### src/rtl/pkg_jogo.sv
// Shared encodings for the battleship game controller: FSM states, phase and
// result codes, mode requests and coordinate limits.
package pkg_jogo;

   typedef enum logic [2:0] {
      S_IDLE = 3'd0,
      S_POS  = 3'd1,
      S_ATK  = 3'd2,
      S_EVAL = 3'd3,
      S_END  = 3'd4
   } state_t;

   typedef enum logic [2:0] {
      RES_NONE    = 3'd0,
      RES_HIT     = 3'd1,
      RES_MISS    = 3'd2,
      RES_REPEAT  = 3'd3,
      RES_INVALID = 3'd4,
      RES_WIN     = 3'd5,
      RES_LOSE    = 3'd6
   } result_t;

   localparam logic [1:0] MODE_IDLE = 2'b00;
   localparam logic [1:0] MODE_POS  = 2'b01;
   localparam logic [1:0] MODE_ATK  = 2'b10;

   localparam logic [1:0] PH_IDLE = 2'b00;
   localparam logic [1:0] PH_POS  = 2'b01;
   localparam logic [1:0] PH_ATK  = 2'b10;
   localparam logic [1:0] PH_END  = 2'b11;

   localparam logic [2:0] ROW_MIN = 3'd1;
   localparam logic [2:0] ROW_MAX = 3'd7;
   localparam logic [2:0] COL_MIN = 3'd1;
   localparam logic [2:0] COL_MAX = 3'd5;

   localparam logic [5:0] CNT_SAT = 6'd63;

   function automatic logic [5:0] sat_inc(input logic [5:0] v);
      return (v == CNT_SAT) ? v : v + 6'd1;
   endfunction

endpackage

### src/rtl/modulo_debounce_botao.sv
// Synchronises and debounces the active-low confirmation button; emits a single
// one-cycle pulse per accepted press.
module modulo_debounce_botao #(
   parameter int DEB_CYCLES = 500000
) (
   input  logic clk,
   input  logic clr_n,
   input  logic btn_n,
   output logic pulse
);

   localparam int CW = (DEB_CYCLES > 1) ? $clog2(DEB_CYCLES) : 1;
   localparam logic [CW-1:0] CNT_LOAD = CW'(DEB_CYCLES - 1);

   logic          sync_1;
   logic          sync_2;
   logic          level;
   logic [CW-1:0] cnt;

   // level is the accepted button state; it only flips after DEB_CYCLES
   // consecutive samples disagreeing with it, in either direction.
   always_ff @(posedge clk or negedge clr_n) begin
      if (!clr_n) begin
         sync_1 <= 1'b1;
         sync_2 <= 1'b1;
         level  <= 1'b1;
         cnt    <= CNT_LOAD;
         pulse  <= 1'b0;
      end else begin
         sync_1 <= btn_n;
         sync_2 <= sync_1;
         pulse  <= 1'b0;
         if (sync_2 == level) begin
            cnt <= CNT_LOAD;
         end else if (cnt == '0) begin
            level <= sync_2;
            cnt   <= CNT_LOAD;
            pulse <= ~sync_2;
         end else begin
            cnt <= cnt - CW'(1);
         end
      end
   end

endmodule

### src/rtl/modulo_controle_partida.sv
// Battleship game sequencer: phase FSM, matrix strobes, shot evaluation and
// shot/hit counters driven by the debounced confirmation button.
//
// state  | meaning
// S_IDLE | no game; waiting for a position request
// S_POS  | preset loaded into position matrix; waiting for attack request
// S_ATK  | waiting for a shot confirmation
// S_EVAL | one cycle: classify shot at coord_q, update counters
// S_END  | game over (WIN/LOSE); holds until abort
module modulo_controle_partida
   import pkg_jogo::*;
#(
   parameter int DEB_CYCLES = 500000,
   parameter int MAX_SHOTS  = 15,
   parameter int SHIP_CELLS = 8
) (
   input  logic       clk,
   input  logic       clr_n,
   input  logic       button_confirmation,
   input  logic [1:0] mode,
   input  logic [5:0] coord,
   input  logic       ship_hit,
   input  logic       cell_attacked,
   output logic [5:0] coord_q,
   output logic       pos_load,
   output logic       pos_clr,
   output logic       at_wr,
   output logic       at_clr,
   output logic [1:0] phase,
   output logic [2:0] result,
   output logic [5:0] shots,
   output logic [5:0] hits
);

   localparam logic [5:0] SHIP_TC = 6'(SHIP_CELLS);
   localparam logic [5:0] SHOT_TC = 6'(MAX_SHOTS);

   logic       confirm;
   state_t     state, state_nx;
   result_t    result_q, result_nx;
   logic [5:0] coord_nx, shots_nx, hits_nx;
   logic       pos_load_nx, pos_clr_nx, at_wr_nx, at_clr_nx;
   logic       coord_ok;
   logic [2:0] row, col;

   modulo_debounce_botao #(
      .DEB_CYCLES(DEB_CYCLES)
   ) u_debounce (
      .clk  (clk),
      .clr_n(clr_n),
      .btn_n(button_confirmation),
      .pulse(confirm)
   );

   assign row      = coord_q[5:3];
   assign col      = coord_q[2:0];
   assign coord_ok = (row >= ROW_MIN) && (row <= ROW_MAX) &&
                     (col >= COL_MIN) && (col <= COL_MAX);

   always_ff @(posedge clk or negedge clr_n) begin
      if (!clr_n) begin
         state    <= S_IDLE;
         coord_q  <= '0;
         shots    <= '0;
         hits     <= '0;
         result_q <= RES_NONE;
         pos_load <= 1'b0;
         pos_clr  <= 1'b0;
         at_wr    <= 1'b0;
         at_clr   <= 1'b0;
      end else begin
         state    <= state_nx;
         coord_q  <= coord_nx;
         shots    <= shots_nx;
         hits     <= hits_nx;
         result_q <= result_nx;
         pos_load <= pos_load_nx;
         pos_clr  <= pos_clr_nx;
         at_wr    <= at_wr_nx;
         at_clr   <= at_clr_nx;
      end
   end

   always_comb begin
      state_nx    = state;
      coord_nx    = coord_q;
      shots_nx    = shots;
      hits_nx     = hits;
      result_nx   = result_q;
      pos_load_nx = 1'b0;
      pos_clr_nx  = 1'b0;
      at_wr_nx    = 1'b0;
      at_clr_nx   = 1'b0;

      if (state == S_EVAL) begin
         state_nx = S_ATK;
         if (!coord_ok) begin
            result_nx = RES_INVALID;
         end else if (cell_attacked) begin
            result_nx = RES_REPEAT;
         end else begin
            at_wr_nx  = 1'b1;
            shots_nx  = sat_inc(shots);
            hits_nx   = ship_hit ? sat_inc(hits) : hits;
            result_nx = ship_hit ? RES_HIT : RES_MISS;
            // WIN is tested first so a winning last shot is not reported as LOSE.
            if (hits_nx == SHIP_TC) begin
               result_nx = RES_WIN;
               state_nx  = S_END;
            end else if (shots_nx == SHOT_TC) begin
               result_nx = RES_LOSE;
               state_nx  = S_END;
            end
         end
      end else if (confirm) begin
         if (mode == MODE_IDLE) begin
            state_nx   = S_IDLE;
            shots_nx   = '0;
            hits_nx    = '0;
            result_nx  = RES_NONE;
            pos_clr_nx = 1'b1;
            at_clr_nx  = 1'b1;
         end else begin
            case (state)
               S_IDLE: if (mode == MODE_POS) begin
                  pos_load_nx = 1'b1;
                  state_nx    = S_POS;
               end
               S_POS: if (mode == MODE_ATK) begin
                  result_nx = RES_NONE;
                  state_nx  = S_ATK;
               end
               S_ATK: if (mode == MODE_POS || mode == MODE_ATK) begin
                  coord_nx = coord;
                  state_nx = S_EVAL;
               end
               default: ;
            endcase
         end
      end
   end

   always_comb begin
      phase = PH_IDLE;
      case (state)
         S_POS:          phase = PH_POS;
         S_ATK, S_EVAL:  phase = PH_ATK;
         S_END:          phase = PH_END;
         default:        phase = PH_IDLE;
      endcase
   end

   assign result = result_q;

endmodule
### config.mk
export PLATFORM = sky130hd
export DESIGN_NAME = modulo_controle_partida
export DESIGN_NICKNAME = d
export VERILOG_FILES = /design/src/rtl/pkg_jogo.sv /design/src/rtl/modulo_debounce_botao.sv /design/src/rtl/modulo_controle_partida.sv
export SDC_FILE = /design/constraint.sdc
export NUM_CORES = 1
export LEC_CHECK = 0
export CAP_MARGIN = 20
export CORE_MARGIN = 4
export CORE_UTILIZATION = 50
export DETAILED_ROUTE_END_ITERATION = 16
export GPL_TIMING_DRIVEN = 0
export MAX_ROUTING_LAYER = met4
export PLACE_DENSITY_LB_ADDON = 0.05
export SLEW_MARGIN = 15
export SYNTH_ARGS = -nofsm -noshare
export SYNTH_HDL_FRONTEND = slang
export SYNTH_SLANG_ARGS = --single-unit
### constraint.sdc
create_clock -name clk -period 2.9 [get_ports clk]
set_input_delay 0.29 -clock clk [delete_from_list [all_inputs] [get_ports clk]]
set_output_delay 0.29 -clock clk [all_outputs]
set_load 0.01 [all_outputs]
Yosys cells after proc, flatten, opt, wreduce, memory -nomap -nowiden
Index checks and enable logic that the tools add are counted.
Widths: inputs -> output; s select.
{"block": "op_classes", "add_sub_neg": 3, "order_cmp": 4, "n_eq_ne": 16, "mux": 48, "bitwise_logic": 4, "n_reduce_logical": 18}
{"op": "$mux 6", "count": 11}
{"op": "$mux 3", "count": 19}
{"op": "$mux 19", "count": 2}
{"op": "$logic_not 19->1", "count": 1}
{"op": "$sub 19x1->19 const B", "count": 1}
{"op": "$mux 1", "count": 13}
{"op": "$add 6x1->6 const B", "count": 2}
{"op": "$eq 6x4->1 const B", "count": 2}
{"op": "$eq 6x6->1 const B", "count": 2}
{"op": "$ne 4x4->1 const B", "count": 3}
{"op": "$reduce_and 5->1", "count": 2}
{"op": "$pmux 3 s3", "count": 1}
{"op": "$eq 3x2->1 const B", "count": 2}
{"op": "$ge 3x1->1 const B", "count": 2}
{"op": "$le 3x3->1 const B", "count": 2}
{"op": "$pmux 2 s3", "count": 1}
{"op": "$reduce_bool 3->1", "count": 2}
{"op": "$reduce_bool 5->1", "count": 1}
{"op": "$ne 2x2->1 const B", "count": 2}
{"op": "$not 1->1", "count": 4}
{"op": "$reduce_and 4->1", "count": 1}
{"op": "$reduce_bool 2->1", "count": 2}
{"op": "$eq 3x1->1 const B", "count": 1}
{"op": "$eq 3x3->1 const B", "count": 1}
{"op": "other kinds (11)", "count": 13}
{"block": "word_totals", "reg_bits": 50, "in_bits": 13, "output_inout_bits": 27, "word_cells": 106}

Depth between registers and ports, before layout
Gate-level depths: netlist of run 1.
{"block": "depth", "depth_word": 8, "ltp_mapped": 8, "mapped_depth_nobuf": 7}

Hierarchy
Synthesis of run 1 repeated with hierarchy kept, for this count alone.
{"block": "hier_totals", "hier_cells": 255, "area_unflattened_um2": 2708.8}
{"module": "modulo_controle_partida", "instances": 1, "cells_each": 155, "area_per_inst_um2": 1619.1, "seq_area_each_um2": 675.6}
{"module": "modulo_debounce_botao", "instances": 1, "cells_each": 100, "area_per_inst_um2": 1089.8, "seq_area_each_um2": 593.1}

Least setup slack after synthesis of run 1
Ideal clock, no wire load.
{"block": "synth_timing", "path_type": "register to register", "startpoint": "register shots[0]", "endpoint": "register result_q[0], in the netlist result[0]", "setup_time_ps": 118, "t_arrival_ps": 1699, "t_required_ps": 2782, "slack_ps": 1083, "path_stages_with_launch": 7, "n_path_buf": 0, "path_cell_list": "dfrtp_1 > ha_1 > nor4b_1 > nand3_1 > and2_1 > a221o_1 > a21o_1"}
{"block": "synth_between", "elab_chain_len": 8, "elab_cells_between_ends": 9, "classes_between": "1 x add/sub; 2 x eq/ne; 6 x mux"}
{"element": "from (decl)", "line_no": "modulo_controle_partida.sv:31", "source": "output logic [5:0] shots,"}
{"element": "from (signal assigned)", "line_no": "modulo_controle_partida.sv:74", "source": "shots <= shots_nx;"}
{"element": "$add 6x1->6 / $eq 6x6->1 (equally long branches)", "line_no": "pkg_jogo.sv:40", "source": "return (v == CNT_SAT) ? v : v + 6'd1;"}
{"element": "$mux 6 *", "line_no": "pkg_jogo.sv:40"}
{"element": "$eq 6x4->1 *", "line_no": "modulo_controle_partida.sv:110", "source": "end else if (shots_nx == SHOT_TC) begin"}
{"element": "$mux 3 *", "line_no": "modulo_controle_partida.sv:110"}
{"element": "$mux 3 *", "line_no": "modulo_controle_partida.sv:107", "source": "if (hits_nx == SHIP_TC) begin"}
{"element": "$mux 3 *", "line_no": "modulo_controle_partida.sv:99", "source": "end else if (cell_attacked) begin"}
{"element": "$mux 3 *", "line_no": "modulo_controle_partida.sv:97", "source": "if (!coord_ok) begin"}
{"element": "$mux 3 *", "line_no": "modulo_controle_partida.sv:95", "source": "if (state == S_EVAL) begin"}
{"element": "to (signal assigned)", "line_no": "modulo_controle_partida.sv:76", "source": "result_q <= result_nx;"}
{"element": "to (decl)", "line_no": "modulo_controle_partida.sv:40", "source": "result_t result_q, result_nx;"}
Mark *: on every way between the ends. The rest lies on a longest branch, timed or not.
A chain may end at the register's enable or synchronous reset.

Worst setup path after layout of run 1
{"block": "layout_timing", "startpoint": "input mode[0]", "endpoint": "register hits[0]"}
{"block": "layout_between", "elab_chain_len": 3}
{"element": "from (decl)", "line_no": "modulo_controle_partida.sv:20", "source": "input logic [1:0] mode,"}
{"element": "$logic_not 2->1", "line_no": "modulo_controle_partida.sv:116", "source": "if (mode == MODE_IDLE) begin"}
{"element": "$reduce_bool 2->1 (no source line)"}
{"element": "$reduce_and 4->1 (no source line)"}
{"element": "to (signal assigned)", "line_no": "modulo_controle_partida.sv:75", "source": "hits <= hits_nx;"}
{"element": "to (decl)", "line_no": "modulo_controle_partida.sv:32", "source": "output logic [5:0] hits"}
No other way between the ends.

==> results of run 1 <==
critical path, delay by kind of cell:
family | cells | cell delay (ps)
compound gates | 1 | 260
mux | 1 | 310
buf+inv | 2 | 530
fa+ha+maj | 1 | 190
simple gates | 2 | 790
cell usage after synthesis, types with 6 or more instances:
master / instances
sky130_fd_sc_hd__ha_1: 7
sky130_fd_sc_hd__a21oi_1: 9
sky130_fd_sc_hd__nand3_1: 6
sky130_fd_sc_hd__dfstp_2: 14
sky130_fd_sc_hd__xor2_1: 7
sky130_fd_sc_hd__nand2_1: 29
sky130_fd_sc_hd__dfrtp_1: 36
sky130_fd_sc_hd__inv_1: 8
sky130_fd_sc_hd__nor2_1: 24
sky130_fd_sc_hd__xnor2_1: 11
sky130_fd_sc_hd__nor3_1: 16
sky130_fd_sc_hd__mux2_2: 10
state kept, by name (all words and copies together) (netlist names):
signal / count
at_clr: 1
at_wr: 1
coord_q: 6
hits: 6
pos_load: 1
result: 3
shots: 6
state: 3
u_debounce.cnt: 19
u_debounce.level: 1
u_debounce.pulse: 1
u_debounce.sync_1: 1
u_debounce.sync_2: 1
worst paths after layout:
| path | start | to | slack, ps |
|---|---|---|---|
| min in group clk | u_debounce.sync_1 | u_debounce.sync_2 | 360 |
| hold / removal | clr_n | u_debounce.cnt[10] | -10 |
| setup / recovery | mode[0] | hits[0] | 720 |
| hold reg to reg | u_debounce.sync_1 | u_debounce.sync_2 | 360 |
| max in group asynchronous | clr_n | u_debounce.level | 2290 |
| setup reg to reg | u_debounce.cnt[12] | u_debounce.cnt[14] | 910 |
final cells by class:
type / count / area [um^2] / share of cell area, %
multi-input cells: 191 / 1300 / 40.3
inverters: 9 / 33.8 / 1.05
flip-flops and latches: 50 / 1270 / 39.3
clock inverters: 3 / 21.3 / 0.659
well taps: 70 / 87.6 / 2.71
repair buffers: 40 / 405 / 12.6
clock buffers: 5 / 68.8 / 2.13
plain buffers: 6 / 42.5 / 1.32
where the power goes:
group	total (mW)	internal [mW]	switching, mW
clock	0.403	0.170	0.234
sequential	0.713	0.707	0.00605
combinational	0.0682	0.0310	0.0372
cell families (layout without fill, tap and decap cells):
logic type,after synthesis,count (layout),share of synthesized area [%]
AOI/OAI and AO/OA,37,37,9.89
adders and majority gates,7,7,3.31
muxes,14,14,5.77
and+or+nand+nor,115,115,24.2
xor gates and xnor gates,18,18,5.96
DFF,50,50,48.0
buffers and inverters,15,63,2.89
per-stage QoR:
stage,util [%],instances
finish,63.2,374
global route,63.2,374
floorplan,-,256
detailed placement,61.4,366
CTS,63.2,374
global placement,61.1,365
routing by layer:
layer / part of all wire [%] / wire [um] / GRT usage (%)
met3: 6.4 / 342 / 5.32
met1: 49 / 2620 / 25.9
met2: 44 / 2350 / 28.1
met4: 0.86 / 46 / 4.05
met5: 0 / 0 / -
==> metrics.md, run 1 <==
| Metric | Value |
|---|---|
| Y dimension of the die | `80.7 um` |
| Clk root buf | `sky130_fd_sc_hd__clkbuf_8` |
| Most frequent cells in the layout | `sky130_fd_sc_hd__clkdlybuf4s50_1, sky130_fd_sc_hd__dfrtp_1, sky130_fd_sc_hd__nand2_1` |
| Area share of the largest cell type after synthesis | `34.1%` |
| Highest achievable clock rate | `458 MHz` |
| Layout Cell Area excl Fill | `0.00323 mm^2` |
| Number of failing hold endpoints at the final stage | `13` |
| Synthesized area | `0.00265 mm^2` |
| Post-DP Area | `0.00314 mm^2` |
| Maximum Capacitance Violations | `0` |
| Synth Flop Type | `sky130_fd_sc_hd__dfrtp_1` |
| Number of H-tree branching levels | `2` |
| Number of core rows | `26` |
| Status | `finished with violations` |
| Delay of the slowest critical-path stage | `620 ps` |
| Worst path cell trace | `clkdlybuf4s50_1 > inv_1 > ha_1 > nand2_1 > nor2_1 > o21ai_0 > mux2_2` |
| Layout Skew | `10.9 ps` |
| Final worst-path setup slack | `716 ps` |
| VDD IR max | `0.235 mV` |
| CTS tree | `done` |
| Maximum buffer depth of the clock tree | `2` |
| Die ar. | `0.00652 mm^2` |
| Final wirelength | `5360 um` |
| Clock insertion delay at the later pin of the skew report | `300 ps` |
| Final Critical Period | `2180 ps` |
| Fraction of layout cells with a size suffix above 1 | `18.8%` |
| I/O Pins | `40` |
| Number of antenna violations at the first check in global routing | `0` |
| Yosys top cell by area | `sky130_fd_sc_hd__dfrtp_1` |
| Post-CTS repair timing setup buffer count | `0` |
| Path type of the worst min-delay path | `primary input to async pin` |
| Type of the setup path with the least slack | `primary input to register` |
| Async SR Flop Fraction | `100%` |
| Final nets | `323` |
| Largest net degree at the start of global routing | `27` |
| Routability congestion estimate | `0.818` |
| Headroom to the max-slew limit | `49.8%` |
| First DRT Iteration DRCs | `113` |
| TritonCTS Sinks | `50` |
| Cell with the biggest individual delay on the critical path | `sky130_fd_sc_hd__nor2_1` |
| Final setup TNS | `0 ps` |
| Power density relative to cell area | `367 mW/mm^2` |
| Hold-fix buffer count after cts | `0` |
| Violated checks | `negative hold slack` |
| Starting Density | `51.8%` |
| Total of warnings raised by yosys | `0` |
| Drt wl/cell | `14.3 um` |
| Total clock buffers created by CTS | `5` |
| Number of distinct library cells after synthesis | `57` |
| Layout area overhead | `22.0%` |
| Number of global-route vias before repair | `2017` |
| Total routing resource utilization after global routing | `18.8%` |
| Overflow after GRT | `0` |
| Drt drc | `0` |
| Remaining antenna violation count | `0` |
| Dpl ws | `451 ps` |
| Startpoint type of the worst setup path | `primary input` |
| Count of input and output buffers | `39` |
| Number of vias in the routed layout | `2070` |
| Avg Vias per Cell | `5.53` |
| Final number of setup-violating endpoints | `0` |
| Share of the clock period used by the worst path after layout | `75.3%` |
| Hpwl dp | `3960 um` |
| Gates resized, CTS repair | `0` |
| Die W | `80.7 um` |
| EDFF count, synth | `0` |
| Leakage component of the power | `1.30 nW` |
| Clock transition time at the flip-flop clock pins of the worst setup and hold paths | `100 ps` |
| Endpoint class of the critical path | `register` |
| Reg2Reg Depth | `5` |
| FILL cells | `447` |
| Core region area | `0.00511 mm^2` |
| Antenna diodes | `0` |
| CP max FO | `10` |
| Post-synthesis sequential area ratio | `48.0%` |
| Total power draw | `1.18 mW` |
| Dominant cells by area after synthesis | `sky130_fd_sc_hd__dfrtp_1, sky130_fd_sc_hd__dfstp_2, sky130_fd_sc_hd__mux2_2` |
| Most common library cell in the layout ignoring fill and taps | `sky130_fd_sc_hd__clkdlybuf4s50_1` |
| Crit path required time | `3090 ps` |
| Fin. max-slew vios | `0` |
| Synthesized instance count | `256` |
| CP arrival | `2370 ps` |
| Total nets after synthesis | `276` |
| Post-Syn Area per Cell | `10.3 um^2` |
| Length of the first detailed-routing pass in iterations | `4` |
| Unrepaired setup endpoints after global routing | `no` |
| First-pass GRT wire length | `9320 um` |
| Worst Hold Slack | `-12.9 ps` |
| Measured slew at the worst slew-check pin | `750 ps` |
| Flip-flop and latch count after synthesis | `50` |
(Power assumes the default switching activity.)
==> run 2: changes to the inputs <==
--- a/config.mk
+++ b/config.mk
@@ -7,7 +7,7 @@
 export LEC_CHECK = 0
 export CAP_MARGIN = 20
 export CORE_MARGIN = 4
-export CORE_UTILIZATION = 50
+export CORE_UTILIZATION = 49
 export DETAILED_ROUTE_END_ITERATION = 16
 export GPL_TIMING_DRIVEN = 0
 export MAX_ROUTING_LAYER = met4
==> constraint.sdc (replaced) <==
create_clock -name clk -period 2 [get_ports clk]
set_input_delay 0.2 -clock clk [delete_from_list [all_inputs] [get_ports clk]]
set_output_delay 0.2 -clock clk [all_outputs]
set_load 0.01 [all_outputs]
==> metrics.md, run 2 (same netlist as run 1, synthesis figures left out) <==
| Metric | Value |
|---|---|
| Status | `complete, no violations` |
| Util after Layout | `64.2%` |
| Starting Density | `51.1%` |
| Layout Cell Area excl Fill | `0.00332 mm^2` |
| Largest net degree at the start of global routing | `34` |
| Dpl ws | `-327 ps` |
| Launching point of the worst reg2reg path | `state[0]` |
| Maximum Capacitance Violations | `0` |
| Y dimension of the die | `81.5 um` |
| Count of input and output buffers | `39` |
| Number of vias in the routed layout | `2058` |
| Power density relative to cell area | `522 mW/mm^2` |
| Startpoint type of the worst setup path | `register` |
| Worst path depth | `4` |
| CP arrival | `1690 ps` |
| Total clock buffers created by CTS | `5` |
| Length of the first detailed-routing pass in iterations | `4` |
| Crit path required time | `1800 ps` |
| Flip-flop count of the largest register, all copies and words added | `19` |
| Minimum setup slack among reg-to-reg paths | `120 ps` |
| Cell family contributing the most delay on the critical path | `buffers and inverters` |
| Drt drc | `0` |
| Unrepaired setup endpoints after global routing | `yes` |
| Total power draw | `1.74 mW` |
| Area occupied by multi-input gates | `0.00132 mm^2` |
| Met1 Track Usage GR | `28.1%` |
| Measured slew at the worst slew-check pin | `459 ps` |
| Clock insertion delay at the later pin of the skew report | `300 ps` |
| Number of core rows | `26` |
| Final nets | `330` |
| Fin. max-slew vios | `0` |
| Fraction of layout cells with a size suffix above 1 | `21.5%` |
| Total routing resource utilization after global routing | `19.0%` |
| Worst path cell trace | `buf_4 > nand2b_1 > mux2i_1 > clkdlybuf4s50_1` |
| Antenna diodes | `0` |
| Type of the setup path with the least slack | `register to output port` |
| Layout Cells excl Fill | `381` |
| Final worst-path setup slack | `114 ps` |
| Number of failing hold endpoints at the final stage | `0` |
| Number of H-tree branching levels | `2` |
| Final Critical Period | `1890 ps` |
| Number of cells in the design after placement | `366` |
| Remaining antenna violation count | `0` |
| VDD IR max | `0.451 mV` |
| CP endpoint | `phase[1]` |
| Register name with the most flops | `u_debounce.cnt` |
| Number of antenna violations at the first check in global routing | `0` |
| Headroom to the max-slew limit | `69.4%` |
| Cell with the biggest individual delay on the critical path | `sky130_fd_sc_hd__clkdlybuf4s50_1` |
| Path type of the worst min-delay path | `primary input to register` |
| Peak-usage layer in the global routing report | `met1` |
| Most common library cell in the layout ignoring fill and taps | `sky130_fd_sc_hd__clkdlybuf4s50_1` |
| Most frequent cells in the layout | `sky130_fd_sc_hd__clkdlybuf4s50_1, sky130_fd_sc_hd__dfrtp_1, sky130_fd_sc_hd__nand2_1` |
| Hpwl dp | `3850 um` |
| FILL cells | `420` |
| Critical Path Source | `state[0]` |
| Clock transition time at the flip-flop clock pins of the worst setup and hold paths | `90 ps` |
| Delay of the slowest critical-path stage | `550 ps` |
| Endpoint class of the critical path | `output port` |
| Number of global-route vias before repair | `2047` |
| Met2 demand-to-capacity share in global routing | `26.8%` |
| Count of buffering cells on the critical path with inverters included | `2` |
| Leakage component of the power | `1.37 nW` |
| Final setup TNS | `0 ps` |
| Worst R2R End | `hits[0]` |
| Avg Vias per Cell | `5.40` |
| Layout Skew | `10.4 ps` |
| Final wirelength | `5350 um` |
| First-pass GRT wire length | `9520 um` |
| Worst Hold Slack | `309 ps` |
| Die W | `81.5 um` |
| Final number of setup-violating endpoints | `0` |
| TritonCTS Sinks | `50` |
| Layout area overhead | `25.6%` |
| Die ar. | `0.00664 mm^2` |
| Global Route met3 Usage | `3.29%` |
| CTS tree | `done` |
| First DRT Iteration DRCs | `105` |
| Share of the clock period used by the worst path after layout | `94.3%` |
| Sequential standard cell area | `0.00127 mm^2` |
| I/O Pins | `40` |
| CP max FO | `10` |
| Overflow after GRT | `0` |
| Reg2Reg Depth | `7` |
| Core region area | `0.00517 mm^2` |
| Drt wl/cell | `14.0 um` |
| Post-DP Area | `0.00314 mm^2` |
| Clk root buf | `sky130_fd_sc_hd__clkbuf_8` |
| Highest achievable clock rate | `530 MHz` |
| Maximum buffer depth of the clock tree | `2` |
| Routability congestion estimate | `0.811` |
[run 2: cell count changes in the layout (fill, tap and decap cells not counted), sizes merged]
cell,before,now
buf,8,14
clkbuf,5,8
clkdlybuf4s50,38,37
clkinv,2,0
clkinvlp,1,0
dlygate4sd3,0,1
dlymetal6s2s,0,1
[run 2: per-layer routing]
metal | vias to the layer above | routed length, um
li1 | 1027 | -
met1 | 993 | 2850
met3 | 5 | 170
met4 | 0 | 56
met2 | 33 | 2280
met5 | - | 0
[run 2: worst min-delay path by stage]
stage,from,to,slack (ps),depth (start not counted)
floorplan,clr_n,at_clr,-100,0
global placement,u_debounce.sync_1,u_debounce.sync_2,350,0
detailed placement,clr_n,u_debounce.cnt[6],170,1
CTS,button_confirmation,u_debounce.sync_1,300,1
global route,button_confirmation,u_debounce.sync_1,300,1
finish,button_confirmation,u_debounce.sync_1,310,1
[run 2: layout make-up]
| class | instances | share of cell area [%] |
|---|---|---|
| Inverter | 9 | 1.02 |
| Multi-Input combinational cell | 191 | 39.8 |
| Tap cell | 70 | 2.64 |
| Sequential cell | 50 | 38.2 |
| Buffer | 6 | 1.32 |
| Timing Repair Buffer | 47 | 14.3 |
| Clock buffer | 8 | 2.71 |
[run 2: worst register-to-register path: cells and delay by family, from the launching register on]
family,cells,cell delay [ps]
mux,1,290
buf+inv,3,420
flops,1,330
simple gates,1,180
compound gates,2,550
[run 2: report_power, final]
| part | internal (mW) | switching (mW) | total, mW |
|---|---|---|---|
| Clock | 0.283 | 0.317 | 0.600 |
| Combinational | 0.0467 | 0.0548 | 0.101 |
| Sequential | 1.02 | 0.00902 | 1.03 |
| Total | 1.35 | 0.381 | 1.74 |
[run 2: timing repair]
| action | in CTS | in global routing |
|---|---|---|
| hold buffers | 1 | 0 |
| resized for setup | 1 | 7 |
| pin swaps | 1 | 4 |
| hold endpoints to repair | 7 | 0 |
| setup endpoints to repair | 7 | 34 |
| setup buffers | 0 | 6 |
==> run 3: changes to the inputs <==
--- a/config.mk
+++ b/config.mk
@@ -15,4 +15,5 @@
 export SLEW_MARGIN = 15
 export SYNTH_ARGS = -nofsm -noshare
 export SYNTH_HDL_FRONTEND = slang
+export SYNTH_HIERARCHICAL = 1
 export SYNTH_SLANG_ARGS = --single-unit
==> metrics.md, run 3 <==
| Metric | Value |
|---|---|
| Die ar. | `0.00678 mm^2` |
| Avg Vias per Cell | `5.66` |
| Highest achievable clock rate | `461 MHz` |
| Cell-internal power | `1.34 mW` |
| Maximum Capacitance Violations | `0` |
| Layout Skew | `7.66 ps` |
| Synthesized instance count | `255` |
| Power density relative to cell area | `465 mW/mm^2` |
| Fraction of power spent switching nets | `22.6%` |
| Number of H-tree branching levels | `2` |
| Total of warnings raised by yosys | `6` |
| Y dimension of the die | `82.4 um` |
| Share of the clock period used by the worst path after layout | `108%` |
| Count of input and output buffers | `39` |
| CP arrival | `2390 ps` |
| Layout Cells excl Fill | `394` |
| Measured slew at the worst slew-check pin | `466 ps` |
| Clk root buf | `sky130_fd_sc_hd__clkbuf_8` |
| Type of the setup path with the least slack | `register to register` |
| Die W | `82.4 um` |
| Ranking of synthesized cells by instance count | `sky130_fd_sc_hd__dfrtp_1, sky130_fd_sc_hd__nor2_1, sky130_fd_sc_hd__nand2_1` |
| Number of failing hold endpoints at the final stage | `0` |
| Number of vias in the routed layout | `2229` |
| Reg2Reg Depth | `5` |
| Number of antenna violations at the first check in global routing | `0` |
| Launching point of the worst reg2reg path | `u_debounce/cnt[5]` |
| Flip-flop count of the largest register, all copies and words added | `19` |
| Core region area | `0.00524 mm^2` |
| Hpwl dp | `3930 um` |
| Area share of the largest cell type after synthesis | `33.3%` |
| Number of cells in the design after placement | `365` |
| First-pass GRT wire length | `10500 um` |
| Hold Startpoint | `button_confirmation` |
| Most common library cell in the layout ignoring fill and taps | `sky130_fd_sc_hd__clkdlybuf4s50_1` |
| Largest net degree at the start of global routing | `33` |
| FILL cells | `391` |
| Number of core rows | `26` |
| Final wirelength | `6210 um` |
| Dominant cells by area after synthesis | `sky130_fd_sc_hd__dfrtp_1, sky130_fd_sc_hd__dfstp_2, sky130_fd_sc_hd__mux2_2` |
| I/O Pins | `40` |
| Routability congestion estimate | `0.848` |
| Total clock buffers created by CTS | `5` |
| Endpoint, Worst Hold | `u_debounce/sync_1` |
| Headroom to the max-slew limit | `68.7%` |
| Clock Power Share | `32.8%` |
| Fin. max-slew vios | `0` |
| Overflow after GRT | `0` |
| Number of global-route vias before repair | `2192` |
| Most frequent cells in the layout | `sky130_fd_sc_hd__clkdlybuf4s50_1, sky130_fd_sc_hd__dfrtp_1, sky130_fd_sc_hd__buf_4` |
| Hold Crit Depth | `1` |
| Synth Flop Type | `sky130_fd_sc_hd__dfrtp_1` |
| Unrepaired setup endpoints after global routing | `yes` |
| Length of the first detailed-routing pass in iterations | `4` |
| Drt wl/cell | `15.8 um` |
| Clock transition time at the flip-flop clock pins of the worst setup and hold paths | `80 ps` |
| Final number of setup-violating endpoints | `31` |
| Maximum buffer depth of the clock tree | `2` |
| Layout area overhead | `37.5%` |
| Post-DP Area | `0.00324 mm^2` |
| Worst R2R End | `u_debounce/cnt[8]` |
| Crit path required time | `2220 ps` |
| Post-Syn Area per Cell | `10.6 um^2` |
| Clock insertion delay at the later pin of the skew report | `300 ps` |
| Final setup TNS | `-2570 ps` |
| Violated checks | `negative setup slack` |
| Dpl ws | `-383 ps` |
| Power spent charging and discharging nets | `390 uW` |
| Path type of the worst min-delay path | `primary input to register` |
| Part of the power in registers | `59.7%` |
| Minimum setup slack among reg-to-reg paths | `-170 ps` |
| Leakage component of the power | `1.52 nW` |
| Fraction of power consumed by combinational cells | `7.6%` |
| VDD IR max | `0.352 mV` |
| First DRT Iteration DRCs | `74` |
| Antenna diodes | `0` |
| Final worst-path setup slack | `-168 ps` |
| Drt drc | `0` |
| CTS tree | `done` |
| Starting Density | `51.7%` |
| Dominant cell by count in the synthesized netlist | `sky130_fd_sc_hd__dfrtp_1` |
| Final nets | `342` |
| Endpoint class of the critical path | `register` |
| Fraction of layout cells with a size suffix above 1 | `37.3%` |
| Flip-flop and latch count after synthesis | `50` |
| Register name with the most flops | `u_debounce/cnt` |
| Final Critical Period | `2170 ps` |
| Total routing resource utilization after global routing | `20.7%` |
| CP max FO | `9` |
| Synthesized area | `0.00271 mm^2` |
| Async SR Flop Fraction | `100%` |
| Yosys top cell by area | `sky130_fd_sc_hd__dfrtp_1` |
| Worst Hold Slack | `301 ps` |
| Remaining antenna violation count | `0` |
| Util after Layout | `71.1%` |
| Total nets after synthesis | `274` |
| Startpoint type of the worst setup path | `register` |
| Total power draw | `1.73 mW` |
| TritonCTS Sinks | `50` |
| Post-synthesis sequential area ratio | `46.8%` |
| Status | `finished with violations` |
| Layout Cell Area excl Fill | `0.00372 mm^2` |
| Number of distinct library cells after synthesis | `62` |
| EDFF count, synth | `0` |
-- run 3: timing repair --
action	CTS	global route
endpoints found under the hold margin	14	0
setup buffers	19	6
gates resized for setup	31	30
cloned	1	1
endpoints found under the setup margin	36	38
pin swaps	13	14
hold buffers	1	0
-- run 3: metal layers --
layer	GRT usage (%)	vias up	share of wire [%]
met1	26.2	1086	44
li1	-	1082	-
met5	-	-	0
met2	33.7	51	50
met4	6.31	0	1.4
met3	4.12	10	4.5
-- run 3: power by group through the flow --
stage | sequential, mW | combinational, mW | clock (mW)
finish | 1.03 | 0.131 | 0.567
global route | 1.03 | 0.146 | 0.632
CTS | 1.03 | 0.122 | 0.584
detailed placement | 1.05 | 0.104 | 0
global placement | 1.05 | 0.0995 | 0
floorplan | 1.05 | 0.0390 | 0
-- run 3: worst max-delay path by stage --
stage,from,to,slack (ps),cells past startpoint
final,u_debounce/cnt[5],u_debounce/cnt[8],-170,5
after detailed placement,state[2],shots[4],-380,9
after global placement,clr_n,u_debounce/cnt[10],-740,1
after global routing,state[2],shots[5],-270,8
after floorplan,state[2],shots[4],-180,9
after CTS,u_debounce/cnt[1],u_debounce/cnt[8],-220,9
-- run 3: kinds of logic after synthesis --
kind of cell / share of synthesized area [%]
fa+ha+maj: 2.77
buf+inv: 5.17
flops: 46.8
simple gates: 20.7
mux: 5.68
xor+xnor: 4.20
compound gates: 14.6
-- run 3: cell type report --
| cell class | count | area (um^2) | area share [%] |
|---|---|---|---|
| clock buffer | 8 | 80.1 | 2.15 |
| tap | 70 | 87.6 | 2.35 |
| multi-input combinational | 184 | 1490 | 40.0 |
| timing repair buffer | 67 | 668 | 17.9 |
| inverter | 8 | 42.5 | 1.14 |
| buffer | 7 | 77.6 | 2.08 |
| sequential | 50 | 1280 | 34.3 |
-- run 3: worst max-delay path, cell delays in order (launching register included) --
cell                       delay, ps
sky130_fd_sc_hd__dfrtp_1         440
sky130_fd_sc_hd__or4_4           620
sky130_fd_sc_hd__or3_4           440
sky130_fd_sc_hd__o31a_1          350
sky130_fd_sc_hd__buf_6           160
sky130_fd_sc_hd__o211ai_1         90
==> variant 1: new RTL, config.mk and constraints of run 3 <==
`DEB_CYCLES` is set to 500000 in 2 places; all go to 1000000.
--- a/src/rtl/modulo_debounce_botao.sv
+++ b/src/rtl/modulo_debounce_botao.sv
@@ -1,7 +1,7 @@
 // Synchronises and debounces the active-low confirmation button; emits a single
 // one-cycle pulse per accepted press.
 module modulo_debounce_botao #(
-   parameter int DEB_CYCLES = 500000
+   parameter int DEB_CYCLES = 1000000
 ) (
    input  logic clk,
    input  logic clr_n,
--- a/src/rtl/modulo_controle_partida.sv
+++ b/src/rtl/modulo_controle_partida.sv
@@ -10,7 +10,7 @@
 module modulo_controle_partida
    import pkg_jogo::*;
 #(
-   parameter int DEB_CYCLES = 500000,
+   parameter int DEB_CYCLES = 1000000,
    parameter int MAX_SHOTS  = 15,
    parameter int SHIP_CELLS = 8
 ) (
Behaviour: same outputs for any inputs over 10 cycles, from zero or initial values; that may be too few to reach the edited logic, so the function may still have changed.
==> variant 1 against run 3 <==
- area after synthesis up 3.7%
- routed wire length decreased by 4.6%
- combinational power shrank 15%
- critical path type unchanged
- total power rose by 1.7%
- first-iteration DRC count is 39% higher
- setup slack better by 0.060 ns
- clock skew is 0.0031 ns lower
- cell area down 2.2%
- non-clock buffer count shrank 11
- fmax grew 2.9%
- the run still ends with negative setup slack left
- sequential cell count up 1
- clock power up 5.1%
==> variant 1: results (changes against run 3) <==
[final_layout]
final_cells=398  ; +1.0%
area_growth_pct=29.6
largest_reg_flops=20  ; +1
buffers=63  ; -15%
final_layout_size_suffix_gt1_share_pct=26.7  ; -11 points
multi_input_area_share_pct=41.2  ; +1.1 points
buf_share_pct=17.1  ; -2.9 points
fin_nets=345  ; +0.88%
final.fill_count=457  ; +17%
sh_seq_area_pct=35.6  ; +1.3 points
inv_count=9  ; +1

[logic_synthesis]
syn_nets=286  ; +4.4%
ys_types=63  ; +1.6%
synth.avg_cell_area_um2=10.6  ; -0.55%
synthTopCellsByArea=dfrtp_1 32%, dfstp_2 14%, mux2_2 4.4%
ys_top_cells_by_count=36 x dfrtp_1, 19 x nand2_1, 18 x nor2_1, 15 x dfstp_2, 12 x nor3_1

[worst_setup_path]
cp.arrival_ns=2.33  ; -0.06 ns
r2r_start=state[2]
rr_worst_depth=8  ; +3
cp_max_fo=5  ; -4
crit_end=shots[4]
slowest_stage=or4b_4
slowest_delay_ns=0.47  ; -0.15 ns

[global_routing]
grt_max_degree=36  ; +9.1%
grt_pass1_wl_um=10000  ; -4.4%
grt_util_all_layers_pct=17.7  ; -3.0 points
grt_pass1_vias=2111  ; -3.7%

[place]
dpl.hpwl_um=4090  ; +4.2%
placed_cells=378  ; +3.6%
dpl_cell_area_mm2=0.00331  ; +2.1%

[timing]
setup_viol=12  ; -61%
worst_slew_pin_slew_ns=0.556  ; +0.0907 ns
fin_ws_ns=-0.107  ; +0.0602 ns
fin_skew_ns=0.00457  ; -0.00309 ns
setup-tns-final_ns=-0.820  ; +1.75 ns

[run_status]
status=complete, but fails checks
violations=negative setup slack

[detailed_routing]
via_count=2267  ; +1.7%
avgRoutedWirePerCell_um=14.9  ; -5.5%
drt_iter0_drc=103  ; +39%

[floorplan]
die_area_mm2=0.00701  ; +3.4%

[power_and_ir_drop]
p_leak_nw=1.51  ; -0.39%

## variant 1: cell count changes after synthesis, sizes merged, moves of 2 or more
cell and delta:
nand3 +3, nand2 +6, or4 -2, or3 -5, xnor2 -5, clkbuf -3, xor2 +6, nand4 +3
## variant 1: timing repair
item | CTS | global route
endpoints found under the setup margin | 16 | 36
hold buffers | 1 | 0
gates cloned | 1 | 0
gates resized for setup | 17 | 15
buffers inserted | 10 | 2
pin swaps | 5 | 6
endpoints found under the hold margin | 16 | 0
## variant 1: per-layer routing
metal / track usage, % / part of all wire [%]
met1: 23.4 / 46
met2: 28.0 / 49
met3: 2.86 / 3.6
met4: 5.85 / 1.7
met5: - / 0
## variant 1: worst min path at each step
stage                              startpoint           endpoint  slack (ns)  cells past startpoint
after floorplan                         clr_n             at_clr        -0.1                      0
after global placement      u_debounce/sync_1  u_debounce/sync_2        0.35                      0
after detailed placement                clr_n           shots[4]        0.15                      1
after CTS                 button_confirmation  u_debounce/sync_1        0.29                      1
after global routing      button_confirmation  u_debounce/sync_1        0.29                      1
final                     button_confirmation  u_debounce/sync_1        0.29                      1
## variant 1: worst reg2reg max path: stages (launching register included)
cell,delay (ns)
dfrtp_2,0.41
and3b_2,0.25
or4b_4,0.47
or2_1,0.24
buf_6,0.14
clkinv_8,0.06
buf_12,0.11
a41oi_2,0.09
a311oi_2,0.25
## variant 1: report_power, final
group,switching (mW),internal [mW]
logic,0.0598,0.0512
registers,0.00636,1.05
clock network,0.349,0.247
## variant 1: cell families (layout without fill, tap and decap cells)
group	after synthesis	in the layout	synth area share [%]
AO/OA/AOI/OAI	53	53	14.5
buffers and inverters	20	80	4.41
XOR/XNOR	14	14	4.36
adder cells (fa/ha/maj)	7	7	3.12
flip-flops	51	51	46.1
multiplexers	14	14	5.48
AND/OR/NAND/NOR	107	107	22.1
